### src/rtl/atree_pkg.sv
// Shared types and width helpers for the atree adder tree and its sequencer.
package atree_pkg;

  typedef enum logic [1:0] {IDLE, RUN, DRAIN, OUT} state_t;

  // Number of input lanes reduced by one tree pass.
  function automatic int lanes(input int levels);
    return 1 << levels;
  endfunction

  // Width of a single tree sum: each level adds one carry bit.
  function automatic int sum_width(input int in_width, input int levels);
    return in_width + levels;
  endfunction

  // Accumulator width that cannot overflow for max_chunks tree sums.
  function automatic int acc_width(input int in_width, input int levels, input int max_chunks);
    return in_width + levels + $clog2(max_chunks);
  endfunction

endpackage

### src/rtl/atree.sv
// Combinational unsigned adder tree: reduces 2^LEVELS lanes to one sum.
module atree
  import atree_pkg::*;
#(
  parameter int IN_WIDTH = 8,
  parameter int LEVELS   = 2
) (
  input  logic [lanes(LEVELS)-1:0][IN_WIDTH-1:0] in_data,
  output logic [sum_width(IN_WIDTH, LEVELS)-1:0]  sum
);

  localparam int L  = lanes(LEVELS);
  localparam int SW = sum_width(IN_WIDTH, LEVELS);

  // Level 0 holds the zero-extended lanes; each further level halves the node count.
  for (genvar l = 0; l <= LEVELS; l++) begin : g_lvl
    logic [SW-1:0] s [L >> l];
    if (l == 0) begin : g_leaf
      for (genvar i = 0; i < L; i++) begin : g_in
        assign s[i] = SW'(in_data[i]);
      end
    end else begin : g_add
      for (genvar i = 0; i < (L >> l); i++) begin : g_sum
        assign s[i] = g_lvl[l-1].s[2*i] + g_lvl[l-1].s[2*i+1];
      end
    end
  end

  assign sum = g_lvl[LEVELS].s[0];

endmodule

### src/rtl/atree_seq.sv
// Sequencer: streams cfg_chunks beats through one atree, accumulates the
// registered per-beat sums and returns the total over a valid/ready port.
module atree_seq
  import atree_pkg::*;
#(
  parameter int IN_WIDTH   = 8,
  parameter int LEVELS     = 2,
  parameter int MAX_CHUNKS = 16
) (
  input  logic                                              clk,
  input  logic                                              rst,
  input  logic                                              start,
  input  logic [$clog2(MAX_CHUNKS+1)-1:0]                   cfg_chunks,
  output logic                                              busy,
  input  logic                                              in_valid,
  output logic                                              in_ready,
  input  logic [lanes(LEVELS)-1:0][IN_WIDTH-1:0]            in_data,
  output logic                                              out_valid,
  input  logic                                              out_ready,
  output logic [acc_width(IN_WIDTH, LEVELS, MAX_CHUNKS)-1:0] out_data
);

  localparam int CW = $clog2(MAX_CHUNKS + 1);
  localparam int SW = sum_width(IN_WIDTH, LEVELS);
  localparam int AW = acc_width(IN_WIDTH, LEVELS, MAX_CHUNKS);

  state_t          state;
  logic [CW-1:0]   n_q;
  logic [CW-1:0]   cnt_q;
  logic [CW-1:0]   n_clamp;
  logic [CW-1:0]   cnt_inc;
  logic [SW-1:0]   tree_sum;
  logic [SW-1:0]   sum_q;
  logic            sum_v;
  logic [AW-1:0]   acc;

  atree #(
    .IN_WIDTH (IN_WIDTH),
    .LEVELS   (LEVELS)
  ) u_atree (
    .in_data (in_data),
    .sum     (tree_sum)
  );

  // Requests longer than the buffer depth are clamped rather than rejected.
  assign n_clamp = (cfg_chunks > CW'(MAX_CHUNKS)) ? CW'(MAX_CHUNKS) : cfg_chunks;
  assign cnt_inc = cnt_q + CW'(1);

  // Handshake flags decode straight from the state register (Moore outputs).
  assign busy      = (state != IDLE);
  assign in_ready  = (state == RUN);
  assign out_valid = (state == OUT);
  assign out_data  = acc;

  // FSM, beat counter, sum pipeline stage and accumulator.
  always_ff @(posedge clk) begin
    if (rst) begin
      state <= IDLE;
      n_q   <= '0;
      cnt_q <= '0;
      sum_q <= '0;
      sum_v <= 1'b0;
      acc   <= '0;
    end else begin
      // NOTE: non-blocking assignments let later branches override these
      // defaults (a new handshake reloads sum_v, a start clears acc).
      if (sum_v) acc <= acc + AW'(sum_q);
      sum_v <= 1'b0;

      case (state)
        IDLE: begin
          if (start) begin
            n_q   <= n_clamp;
            cnt_q <= '0;
            sum_q <= '0;
            sum_v <= 1'b0;
            acc   <= '0;
            state <= (n_clamp == '0) ? OUT : RUN;
          end
        end
        RUN: begin
          if (in_valid) begin
            sum_q <= tree_sum;
            sum_v <= 1'b1;
            cnt_q <= cnt_inc;
            if (cnt_inc == n_q) state <= DRAIN;
          end
        end
        DRAIN: state <= OUT;
        OUT: begin
          if (out_ready) state <= IDLE;
        end
        default: state <= IDLE;
      endcase
    end
  end

endmodule

### config.mk
export PLATFORM = sky130hd
export DESIGN_NAME = atree_seq
export DESIGN_NICKNAME = d
export VERILOG_FILES = /design/src/rtl/atree_pkg.sv /design/src/rtl/atree.sv /design/src/rtl/atree_seq.sv
export SDC_FILE = /design/constraint.sdc
export NUM_CORES = 1
export LEC_CHECK = 0
export CORE_MARGIN = 5
export CORE_UTILIZATION = 45
export CTS_CLUSTER_DIAMETER = 30
export DETAILED_ROUTE_END_ITERATION = 6
export GPL_TIMING_DRIVEN = 0
export PLACE_DENSITY = 0.79
export SYNTH_ARGS = -nofsm -noshare
export SYNTH_HDL_FRONTEND = slang
export SYNTH_HIERARCHICAL = 1
export SYNTH_SLANG_ARGS = --single-unit
### constraint.sdc
create_clock -name clk -period 2.9 [get_ports clk]
set_input_delay 0.29 -clock clk [delete_from_list [all_inputs] [get_ports clk]]
set_output_delay 0.29 -clock clk [all_outputs]
set_load 0.1 [all_outputs]
Yosys cells after proc, flatten, opt, wreduce, memory -nomap -nowiden
Cells that the tools add are included.
- flip-flop bits (word level): 37
- logic and storage cells: 46
- bits of input ports: 42
- output and inout bits: 17
- reduce and logical (&&, ||, !) cells: 8
- mux-type cells: 17
- equal/unequal tests: 8
- bitwise operators: 1
- order comparisons: 1
- add/subtract/negate cells: 5
- operators with widths (cell ; number):
    two-way mux 14 bit ; 3
    two-way mux 10 bit ; 2
    case mux 10 bit (2 select lines) ; 1
    adder 8 x 8 -> 9 bit ; 2
    two-way mux 5 bit ; 3
    adder 14 x 10 -> 14 bit ; 1
    adder 10 bit ; 1
    two-way mux 2 bit ; 5
    case mux 5 bit (2 select lines) ; 1
    case mux 2 bit (4 select lines) ; 1
    adder 5 x 1 -> 5 bit (second input constant) ; 1
    equality test 5 bit ; 1
    greater-than comparator 5 bit (second input constant) ; 1
    zero test 5 bit ; 1
    equality test 2 bit (second input constant) ; 2
    != test 2 x 1 -> 1 bit (second input constant) ; 2
    != test 2 bit (second input constant) ; 2
    AND reduction 4 bit ; 1
    nonzero test 2 bit ; 2
    AND reduction 3 bit ; 1
    equality test 2 x 1 -> 1 bit (second input constant) ; 1
    zero test 2 bit ; 1
    AND reduction 2 bit ; 1
    OR reduction 2 bit ; 1
    other kinds (2) ; 2

Longest topological paths before layout
Gate-level depths: netlist of the first run.
- depth after elaboration: 6
- depth in mapped cells: 11
- depth with buffers taken out: 11

Hierarchy
The synthesis of the first run kept the hierarchy.
- modules (own cells, without submodules) (module ; area each (µm²) ; seq. area each (µm²) ; cells an instance ; instances):
    atree_seq ; 2125.8 ; 740.7 ; 259 ; 1
    atree ; 780.7 ; 0.0 ; 96 ; 1

Worst setup path after synthesis of the first run
Ideal clock, no wire load.
- kind: input -> register
- start: input port in_data[5] (netlist name)
- end: register sum_q[8]
- data required time: 2.772 ns
- data arrival time: 2.552 ns
- slack: 0.220 ns
- buffers on the path: 0
- library setup time: 0.128 ns
- stages on the path: 11
- path through: inv_1 fa_1 fa_1 inv_1 ha_1 a21o_1 a21o_1 a221oi_1 nand2_1 a22oi_1 nor2_1
- longest elaborated chain between the ends: 4
- RTL lines (element ; line ; source):
    start: declaration ; atree_seq.sv:17 ; input logic [lanes(LEVELS)-1:0][IN_WIDTH-1:0] in_data,
    adder 8 x 8 -> 9 bit ; atree.sv:24 ; assign s[i] = g_lvl[l-1].s[2*i] + g_lvl[l-1].s[2*i+1];
    adder 10 bit ; atree.sv:24 ;
    named net tree_sum[8] ; atree_seq.sv:32 ; logic [SW-1:0] tree_sum;
    two-way mux 10 bit ; atree_seq.sv:82 ; if (in_valid) begin
    case mux 10 bit (2 select lines) ; atree_seq.sv:70 ; case (state)
    end signal: assignment ; atree_seq.sv:83 ; sum_q <= tree_sum;
    end: declaration ; atree_seq.sv:33 ; logic [SW-1:0] sum_q;
The timed path passes the listed nets, and every way through them passes these cells. The select of a mux whose other input is x is not followed.
A chain may end at the register's enable or synchronous reset.

Worst setup path after layout of the first run
- start: input port in_data[0] (netlist name)
- end: register sum_q[5]
Same word-level chain as after synthesis.

==> results of run 1 <==
==> layer usage <==
layer  vias to the layer above  track usage, %  share of wire [%]
met3                        13            4.17                5.5
met4                         0            6.45                1.7
met1                      1325            17.7                 39
li1                       1372               -                  -
met2                        87            30.7                 54
met5                         -               0                  0
==> final cells by class <==
type | count | area, µm² | share of cell area [%]
clock buffers | 5 | 68.8 | 1.79
clock inverters | 3 | 17.5 | 0.457
inverters | 51 | 191 | 4.99
flip-flops and latches | 37 | 741 | 19.3
multi-input cells | 257 | 2070 | 53.9
well taps | 77 | 96.3 | 2.51
repair buffers | 62 | 616 | 16.0
plain buffers | 10 | 38.8 | 1.01
==> registers in the layout, indices dropped and copies added, names as in the netlist <==
| register | cells |
|---|---|
| sum_q | 10 |
| cnt_q | 5 |
| state | 2 |
| out_data | 14 |
| n_q | 5 |
| sum_v | 1 |
==> power by group through the flow <==
stage                     combinational [W]  sequential, W  clock [W]
after global placement              0.00100       0.000595          0
after CTS                           0.00109       0.000586   0.000359
final                               0.00122       0.000586   0.000357
after detailed placement            0.00103       0.000597          0
after global routing                0.00132       0.000590   0.000388
after floorplan                    0.000772       0.000601          0
==> stage by stage <==
stage               util [%]  instances
floorplan                  -        355
CTS                     58.9        497
finish                  60.8        502
global placement        56.6        489
global route            60.8        502
detailed placement      56.6        489
==> cell families after synthesis <==
group           Yosys count
compound gates           88
xor+xnor                 11
fa+ha+maj                42
buf+inv                  61
flops                    37
mux                       6
simple gates            110
==> final timing paths <==
path / start / cells after the start / slack, ns / to
max reg2reg: out_data[0] / 8 / 0.70 / out_data[8]
min reg2reg: n_q[4] / 2 / 0.49 / n_q[4]
min: rst / 2 / 0.35 / state[1]
max: in_data[0] / 11 / 0.02 / sum_q[5]
==> cell usage after synthesis, types with 4 or more instances <==
library cell / count
sky130_fd_sc_hd__mux2i_1: 6
sky130_fd_sc_hd__fa_1: 17
sky130_fd_sc_hd__xor2_1: 4
sky130_fd_sc_hd__nor2_1: 37
sky130_fd_sc_hd__nor3_1: 6
sky130_fd_sc_hd__a211oi_1: 9
sky130_fd_sc_hd__nand2_1: 15
sky130_fd_sc_hd__clkbuf_1: 8
sky130_fd_sc_hd__a22oi_1: 13
sky130_fd_sc_hd__a21o_1: 6
sky130_fd_sc_hd__nor3b_1: 4
sky130_fd_sc_hd__dfxtp_1: 37
sky130_fd_sc_hd__o21ai_0: 13
sky130_fd_sc_hd__nand3_1: 19
sky130_fd_sc_hd__inv_1: 51
sky130_fd_sc_hd__ha_1: 25
sky130_fd_sc_hd__xnor2_1: 7
sky130_fd_sc_hd__a21oi_1: 29
==> what timing repair did <==
| action | in CTS | in global routing |
|---|---|---|
| gates resized for setup | 10 | 22 |
| hold endpoints to repair | 0 | 0 |
| hold buffers | 0 | 0 |
| pin swaps | 2 | 27 |
| setup endpoints to repair | 4 | 4 |
| setup buffers | 0 | 5 |
==> summary by stage, run 1 <==
Timing
The worst hold-check slack is 0.354 ns. The final-report max-slew violation count came to 0. After layout, the minimum clock period comes to ~2.9 ns. The peak clock frequency supported by timing is ~350 MHz.

The final setup violation count is 0. The sum of negative setup slack is 0 ns. Once routing completed, OpenROAD measured the worst setup slack at around 0.024 ns.

The worst clock skew is 0.00812 ns. The share of the clock period used by the worst path after layout is around 100%. The transition at the pin with the smallest max-transition slack is slightly below 1 ns. Headroom to the max-slew limit came out at 35.2%.

The final hold violation count is 0.

Logic synthesis
Of the total synthesized cell area, the portion taken by XOR and XNOR cells is roughly 3.3%. Synthesis produced a netlist with a net count of ~440. The async set-reset flop share out of synthesis is 0%. The synthesized netlist cell count is 355.

Synthesis inferred 37 register bits. In this run, distinct cell masters in the synthesized netlist total 46. In the post-synthesis netlist, the biggest area contributors are sky130_fd_sc_hd__dfxtp_1 (25%), sky130_fd_sc_hd__fa_1 (12%), sky130_fd_sc_hd__ha_1 (11%).

After synthesis, the largest family of logic cells by area is adder cells. The most used flip-flop cell after synthesis is sky130_fd_sc_hd__dfxtp_1. The count of flip-flops with a built-in enable after synthesis is 0. The complex-gate fraction of the synthesized area is 19.7%. The yosys synthesis warning count is 6. The portion of synthesized area spent on multiplexers is approximately 2.1%. The post-synthesis sequential area ratio is between 20% and 30%. The synthesized area per cell is about 8.2 µm².

The cell accounting for the most synthesized area is sky130_fd_sc_hd__dfxtp_1. The combined area of all synthesized cells is 2910 µm². After Yosys synthesis, full adders, half adders and majority gates account for between 20% and 30% of the synthesized area.

The share of synthesized area in the top cell type comes to 25.5%. Summing the areas of all and, or, nand and nor instances in the mapped netlist gives 19.1% of the synthesized area.

Pwr
The leakage power figure is around 1.6 nW. VDD sags by at most ~270 µV. The switching share of power is between 40% and 50%. The power density of the placed cells is approximately 560 nW/µm².

The combinational share of power is between 50% and 60%. Overall power consumption after layout is estimated at around 0.0022 W. The part of the total power dissipated in the clock network is approximately 17%.

The internal power consumption is 0.00119 W. Summed over all nets, the switching power comes to roughly 0.00097 W. Sequential cells account for a little over a quarter of the total power.

Drt
After detailed routing, the number of vias per cell comes to ~5.6. For this block, the initial DRC count from the detailed router was 185. The number of DRC violations after detailed routing is 0. The antenna violation net count after detailed routing is 0. The total via count in the routed design is around 2.8k. Dividing the detail-routed wire length by the instance count gives about 14 µm.

The final layout contains routed wiring with a total length of slightly above 7 mm. The pre-antenna-repair detailed-routing pass consisted of 4 iterations.

GRT
The maximum number of pins on one net before global-route repair is 13. The first global-routing pass estimated between 10 and 15 mm of wire. The number of antenna violations at the first check in global routing is 0. Global routing used roughly 17% of the available tracks across all layers. The total congestion overflow after global routing is 0.

The number of global-route vias before repair is between 2k and 3k.

Run
Across the run, the number of max-cap violations was 0.

Worst hold path
The class of the tightest hold or removal check is in -> reg.

Clock tree
The number of clock buffers added by TritonCTS is 5. The clock root buffer master is sky130_fd_sc_hd__clkbuf_8. TritonCTS built the clock tree. The number of buffers on the longest clock path is 2. The deepest level of the CTS H-tree is 2. Clock latency on the worst-skew pair, taken at its later pin, is ~0.29 ns. The clock net in this run drives a total of 37 sinks.

The register clock-pin slew on the reported worst setup and hold paths is 0.08 ns.

Floorplan
The die footprint is a little over 8000 µm². The I/O pin count is just under 60. The area of the core is roughly 6300 µm². The initial utilization of the core area, before any placement, comes to 46.0%.

The floorplan die width is around 90 µm. The number of rows created at floorplan is 29. The y dimension of the die is between 90 and 100 µm.

Place
The placed standard-cell area is approximately 3600 µm². The sum of net half-perimeters after detailed placement is approximately 5.3 mm. The routability congestion estimate is roughly 0.85. Port buffering added between 50 and 60 buffers. OpenSTA, run right after detailed placement, puts the worst setup slack at -0.407 ns.

Setup path
The most numerous cell on the critical path is sky130_fd_sc_hd__fa_2. The number of buffer and inverter stages on the critical path is 2. The biggest fanout along the worst timing path is 2.

The critical path goes through clkdlybuf4s50_1, fa_2, fa_1, ha_4, fa_2, a21oi_2, buf_4, o21bai_1, xor2_1, a22oi_1, nor2_1. The required time reported for the critical path endpoint is just over 3 ns. The worst setup path is of the in -> reg kind. For this run, the slowest stage of the critical path takes roughly 0.50 ns. STA classifies the critical path endpoint as a flip-flop.

The critical-path cell with the highest stage delay is sky130_fd_sc_hd__fa_1. The worst setup path is launched from an input port. The data arrival time of the critical path is approximately 3.1 ns. Broken down by cell family, the worst path's largest delay share belongs to adder cells.

Run status
The run finished with clean final reports.

Final layout
The summed area of non-filler cells in the final layout is 3840 µm². From synthesis to final layout, the design area changed by 32.0%. The number of nets at the end of the flow is approximately 510. The number of antenna diodes in the final layout is 0. The layout cell share with drive strength beyond 1 is about a tenth. The most common cell after layout, fill and taps aside is sky130_fd_sc_hd__clkdlybuf4s50_1.

The top cell types in the final layout, fill and taps aside, are sky130_fd_sc_hd__clkdlybuf4s50_1 (54), sky130_fd_sc_hd__inv_1 (46), sky130_fd_sc_hd__dfxtp_1 (37), sky130_fd_sc_hd__nor2_1 (35), sky130_fd_sc_hd__a21oi_1 (25). The number of fillers in the final layout is about 570.
No activity file was read; power rests on OpenSTA's default activity.
==> run 2, diff against run 1 <==
--- a/config.mk
+++ b/config.mk
@@ -11,6 +11,7 @@
 export DETAILED_ROUTE_END_ITERATION = 6
 export GPL_TIMING_DRIVEN = 0
 export PLACE_DENSITY = 0.79
+export REMOVE_ABC_BUFFERS = 1
 export SYNTH_ARGS = -nofsm -noshare
 export SYNTH_HDL_FRONTEND = slang
 export SYNTH_HIERARCHICAL = 1
==> summary by stage, run 2 (synthesized netlist as in run 1, its figures left out) <==
Run status
The run finished with clean final reports.

Drt
The DRC violation total after the first TritonRoute iteration is 138 (-25%). The total via count in the routed design is 2699 (-3.5%). The antenna violation net count after detailed routing is 0 (unchanged).

The met3 layer wire length in the routed design is 282 µm (-27%). The routed wirelength normalized by instance count came to 13.7 µm (-3.2%). The number of DRC violations after detailed routing is 0 (unchanged). The total routed wire length on the met1 layer is 2.77 mm (+0.36%). The sum of met2 wire segment lengths after detailed routing came to 3.60 mm (-6.1%). The average via count per standard cell is 5.49 (-1.5%). The routed wire length is 6.74 mm (-5.1%). The highest metal layer with signal wires is met4. The iteration count of the initial detailed-routing pass is 4 (unchanged).

Timing
The worst hold-check slack is 0.478 ns (+0.124 ns). The slack of the critical path is 0.0245 ns (+0.000619 ns). The final hold violation count is 0 (unchanged). The shortest clock period the worst path allows after layout was 2.88 ns (-0.000619 ns).

The worst clock skew is 0.00357 ns (-0.00455 ns). Setup repair after global routing could not meet its margin everywhere. The final-report max-slew violation count is 0 (unchanged). The transition at the pin with the smallest max-transition slack came to 1.11 ns (+0.137 ns). The sum of negative setup slack is 0 ns (unchanged). The peak clock frequency supported by timing is 348 MHz (about the same). The relative slew slack came to 25.7% (-9.5 points). The share of the clock period used by the worst path after layout is 99.2% (about the same). The final setup violation count is 0 (unchanged).

Clock tree
The quantity of hold-fixing buffers added after cts is 0 (unchanged). The clock root buffer master is sky130_fd_sc_hd__clkbuf_8. The clock insertion delay at the later pin of the skew report is 0.28 ns (about the same). The deepest level of the CTS H-tree came to 2 (unchanged).

The number of buffers on the longest clock path came to 2 (unchanged). The total CTS buffers is 5 (unchanged). TritonCTS built the clock tree. The register clock-pin slew on the reported worst setup and hold paths is 0.07 ns (about the same). The number of sinks handled by clock tree synthesis is 37 (unchanged).

Floorplan
The die footprint was 8170 µm² (unchanged). The initial core utilization is 46.0% (unchanged). The I/O pin count is 59 (unchanged). The floorplan die width is 90.4 µm (unchanged).

The number of rows created at floorplan is 29 (unchanged). The y dimension of the die is 90.4 µm (unchanged). The area of the core came to 6310 µm² (unchanged).

Final layout
The number of nets at the end of the flow came to 498 (-2.0%). The area overhead of the layout relative to synthesis is 31.2%. The layout cell share with drive strength beyond 1 is 10.4% (about the same). The library cells used most frequently in the layout, excluding fill and tap cells, are sky130_fd_sc_hd__clkdlybuf4s50_1 (53), sky130_fd_sc_hd__inv_1 (43), sky130_fd_sc_hd__dfxtp_1 (37), sky130_fd_sc_hd__nor2_1 (35), sky130_fd_sc_hd__a21oi_1 (24). The number of flip-flops in the largest register was 14 (unchanged). The antenna cell count is 0 (unchanged).

The number of fillers in the final layout was 563 (-0.88%). The most common cell after layout, fill and taps aside is sky130_fd_sc_hd__clkdlybuf4s50_1. The summed area of non-filler cells in the final layout is 3810 µm² (-0.62%).

Place
The placed standard-cell area is 3540 µm² (-0.81%). The routability congestion estimate came to 0.875 (+2.8%). The count of port buffers added during placement is 58 (+1.8%). The worst slack at placement is -0.414 ns (-0.00684 ns).

The sum of net half-perimeters after detailed placement is 5.00 mm (-6.3%).

Worst hold path
The worst hold path belongs to the class reg -> reg.

Setup path
The biggest fanout along the worst timing path is 4 (+2). The register-to-register setup slack was 0.67 ns (-0.03 ns). The required time reported for the critical path endpoint is 3.03 ns (-0.04 ns). STA classifies the critical path startpoint as an input port.

The nature of the critical path endpoint is a flip-flop. The data arrival time of the critical path is 3.01 ns (-0.04 ns). The worst setup path is of the in -> reg kind.

Pwr
The power density of the placed cells is 560 nW/µm² (-0.52%). The total chip power came to 0.00213 W (-1.1%). The highest ir drop seen on vdd is 277 µV (+2.6%).

The leakage power figure is 1.58 nW (about the same).

GRT
The number of global-route vias before repair is 2638 (-3.9%). The maximum number of pins on one net before global-route repair is 26 (+13). The total routing resource utilization after global routing came to 15.4% (-1.2 points). The wire length of the first global-routing pass is 10.9 mm (-5.6%). The number of antenna violations at the first check in global routing is 0 (unchanged). The total congestion overflow after global routing is 0 (unchanged).

Run
The max-cap violation count is 0 (unchanged).
run 2: changes by cell type in the layout (fill, tap and decap cells not counted), moves of 2 or more:
cell,change
sky130_fd_sc_hd__dlymetal6s2s_1,+2
sky130_fd_sc_hd__inv_1,-3
sky130_fd_sc_hd__inv_2,+3
sky130_fd_sc_hd__clkinv_2,-2
sky130_fd_sc_hd__clkbuf_1,-5
run 2: layer usage:
metal	track usage (%)	vias up
met2	29.0	70
met5	0	-
li1	-	1350
met3	2.67	9
met4	4.84	0
met1	17.3	1270
run 2: area by class of cell:
cell class / instances / area, µm² / area share (%)
flip-flops and latches: 37 / 741 / 19.4
well taps: 77 / 96.3 / 2.53
clock buffers: 8 / 80.1 / 2.10
inverters: 51 / 191 / 5.02
multi-input cells: 257 / 2080 / 54.6
repair buffers: 62 / 623 / 16.3
run 2: final timing paths:
kind	from	to	depth (start not counted)
setup / recovery	in_data[6]	sum_q[6]	12
hold / removal	n_q[4]	n_q[4]	2
setup reg to reg	state[0]	cnt_q[4]	6
hold reg to reg	n_q[4]	n_q[4]	2
run 2: critical path, stage by stage:
cell and delay [ns]:
sky130_fd_sc_hd__clkdlybuf4s50_1 0.45, sky130_fd_sc_hd__inv_1 0.05, sky130_fd_sc_hd__fa_1 0.47, sky130_fd_sc_hd__fa_1 0.51
sky130_fd_sc_hd__inv_2 0.05, sky130_fd_sc_hd__ha_4 0.25, sky130_fd_sc_hd__inv_2 0.08, sky130_fd_sc_hd__nor3_1 0.05
sky130_fd_sc_hd__a311o_1 0.27, sky130_fd_sc_hd__a311o_1 0.32, sky130_fd_sc_hd__a22oi_1 0.16, sky130_fd_sc_hd__nor2_1 0.07
run 2: where the power goes:
part           internal, W  switching [W]
Sequential        0.000551      0.0000397
Clock             0.000171       0.000172
Combinational     0.000468       0.000733
run 2: timing repair:
item / in CTS / in global routing
setup endpoints to repair: 5 / 7
buffers inserted: 1 / 3
resized for setup: 13 / 25
pin swaps: 8 / 26
run 2: per-stage QoR:
step | cells | utilization [%]
finish | 492 | 60.4
global placement | 480 | 56.1
CTS | 489 | 58.8
floorplan | 345 | -
detailed placement | 480 | 56.1
global route | 492 | 60.4
==> run 3, diff against run 2 <==
--- a/config.mk
+++ b/config.mk
@@ -5,12 +5,11 @@
 export SDC_FILE = /design/constraint.sdc
 export NUM_CORES = 1
 export LEC_CHECK = 0
-export CORE_MARGIN = 5
-export CORE_UTILIZATION = 45
+export CORE_UTILIZATION = 40
 export CTS_CLUSTER_DIAMETER = 30
 export DETAILED_ROUTE_END_ITERATION = 6
 export GPL_TIMING_DRIVEN = 0
-export PLACE_DENSITY = 0.79
+export PLACE_DENSITY = 0.72
 export REMOVE_ABC_BUFFERS = 1
 export SYNTH_ARGS = -nofsm -noshare
 export SYNTH_HDL_FRONTEND = slang
==> summary by stage, run 3 (synthesized netlist as in run 1, its figures left out) <==
Place
The count of port buffers added during placement is 58 (unchanged). The sum of net half-perimeters after detailed placement is 4.67 mm (-6.6%). The routability congestion estimate is 0.855 (-2.3%).

Final layout
The core utilization of the finished layout is 56.1% (-4.3 points). The number of flip-flops in the largest register came to 14 (unchanged). The layout cell share with drive strength beyond 1 was 9.88% (-0.48 points). The number of nets at the end of the flow is 498 (unchanged). The library cells used most frequently in the layout, excluding fill and tap cells, are sky130_fd_sc_hd__clkdlybuf4s50_1 (50), sky130_fd_sc_hd__inv_1 (43), sky130_fd_sc_hd__nor2_1 (37), sky130_fd_sc_hd__dfxtp_1 (37), sky130_fd_sc_hd__a21oi_1 (25). The most common cell after layout, fill and taps aside is sky130_fd_sc_hd__clkdlybuf4s50_1. The number of fillers in the final layout is 644 (+14%). Relative to the synthesized area, the layout overhead comes to 33.2%. The antenna cell count is 0 (unchanged).

Floorplan
The die footprint was 7610 µm² (-6.8%). The y dimension of the die is 87.2 µm (-3.5%). The initial core utilization is 42.1% (-4.0 points).

The area of the core is 6910 µm² (+9.4%). The floorplan die width is 87.2 µm (-3.5%). The I/O pin count is 59 (unchanged). The number of rows created at floorplan is 30 (+3.4%).

Setup path
The critical path goes through clkdlybuf4s50_1, inv_1, fa_1, fa_1, inv_1, ha_4, nand3_4, a21oi_2, nor4_1, a311o_1, a22oi_1, nor2_1. The data arrival time of the critical path was 2.99 ns (-0.02 ns). The critical-path cell with the highest stage delay is sky130_fd_sc_hd__fa_1. The required time reported for the critical path endpoint was 3.05 ns (+0.02 ns). The number of buffer and inverter stages on the critical path is 3 (-1). STA classifies the critical path endpoint as a flip-flop. The kind of cell adding the most delay to the critical path is adder cells. The biggest fanout along the worst timing path came to 4 (unchanged).

The element type at the critical path start is an input port. The highest cell delay on the worst timing path is 0.51 ns (about the same). The critical path class is in -> reg.

Run status
The flow ran to the end, and the final reports show no timing, DRC or antenna violations.

GRT
The number of global-route vias before repair is 2437 (-7.6%). The total routing resource utilization after global routing is 16.7% (+1.3 points). The total congestion overflow after global routing was 0 (unchanged). The wire length of the first global-routing pass is 10.2 mm (-5.9%).

The number of antenna violations at the first check in global routing is 0 (unchanged). The maximum number of pins on one net before global-route repair is 26 (unchanged).

Drt
The routed wirelength normalized by instance count is 12.4 µm (-9.5%). The iteration count of the initial detailed-routing pass is 7 (+3). The antenna violation net count after detailed routing came to 0 (unchanged).

The DRC violation total after the first TritonRoute iteration is 69 (-50%). The number of DRC violations after detailed routing is 0 (unchanged). The routed wire length is 6.33 mm (-6.0%).

The total via count in the routed design is 2658 (-1.5%). The average via count per standard cell came to 5.20 (-5.2%).

Timing
The final setup violation count is 0 (unchanged). The peak clock frequency supported by timing is 352 MHz (+1.3%). The final hold violation count is 0 (unchanged). The shortest clock period the worst path allows after layout is 2.84 ns (-0.0379 ns). The share of the clock period used by the worst path after layout is 97.8% (-1.3 points). The final-report max-slew violation count came to 0 (unchanged).

The worst hold-check slack came to 0.477 ns (-0.00167 ns). The transition at the pin with the smallest max-transition slack is 1.14 ns (+0.0315 ns). The relative slew slack is 24.1% (-1.6 points). The worst clock skew was 0.00630 ns (+0.00273 ns).

Run
The max-cap violation count was 0 (unchanged).

Pwr
The highest ir drop seen on vdd is 244 µV (-12%). The leakage power figure is 1.63 nW (+2.7%). The power density of the placed cells came to 575 nW/µm² (+2.6%).

Clock tree
The number of buffers on the longest clock path was 2 (unchanged). TritonCTS built the clock tree. The total CTS buffers is 5 (unchanged).

The deepest level of the CTS H-tree is 2 (unchanged). The tree is rooted in a sky130_fd_sc_hd__clkbuf_8. The quantity of hold-fixing buffers added after cts is 0 (unchanged).

The number of sinks handled by clock tree synthesis was 37 (unchanged). The clock insertion delay at the later pin of the skew report is 0.29 ns (about the same). The register clock-pin slew on the reported worst setup and hold paths is 0.07 ns (about the same).

Worst hold path
The class of the tightest hold or removal check is reg -> reg.
run 3: worst paths after layout:
kind                                   start           end  slack (ns)  cells after the start
worst min-delay path            out_data[13]  out_data[13]        0.48                      2
worst min register to register  out_data[13]  out_data[13]        0.48                      2
worst max-delay path             in_data[19]      sum_q[6]        0.06                     12
worst max register to register      state[0]   out_data[6]        0.55                      6
run 3: final cells by class:
type | count | area (µm²) | area share (%)
Multi-Input combinational cell | 257 | 2070 | 53.4
Sequential cell | 37 | 741 | 19.1
Timing Repair Buffer | 62 | 631 | 16.3
Inverter | 51 | 194 | 5.01
Tap cell | 96 | 120 | 3.10
Clock buffer | 6 | 82.6 | 2.13
Clock inverter | 2 | 37.5 | 0.969
run 3: tightest hold or removal path, delay by kind of cell, from the launching register on:
kind             cells  cell delay [ns]
DFF                  1             0.33
and+or+nand+nor      1             0.05
muxes                1             0.05
run 3: power breakdown:
part / switching (W) / internal [W] / leakage (nW) / total (W)
sequential: 0.0000394 / 0.000551 / 0.299 / 0.000591
combinational: 0.000710 / 0.000457 / 1.27 / 0.00117
clock: 0.000188 / 0.000280 / 0.0574 / 0.000468
run 3: routing by layer:
metal  track usage, %  wire length, µm  part of all wire [%]  vias to the layer above
met5                0                0                     0                        -
met4             4.17               53                  0.84                        0
met3             3.60              209                   3.3                        6
met2             30.2             3260                    52                       57
met1             19.9             2810                    44                     1246
li1                 -                -                     -                     1349
run 3: what timing repair did:
action                     CTS  global route
setup endpoints to repair    5             5
setup buffers                0             4
pin swaps                    2            27
gates resized for setup      7            30
run 3: stage by stage:
step	area (µm²)	worst slack [ns]	setup TNS [ns]	instances	power (W)
floorplan	2870	0.229	0	345	0.00135
global placement	3570	-0.362	-1.82	499	0.00158
detailed placement	3570	-0.410	-2.01	499	0.00160
CTS	3740	-0.0288	-0.0288	507	0.00212
global route	3870	-0.0268	-0.0476	511	0.00238
finish	3870	0.0624	0	511	0.00223
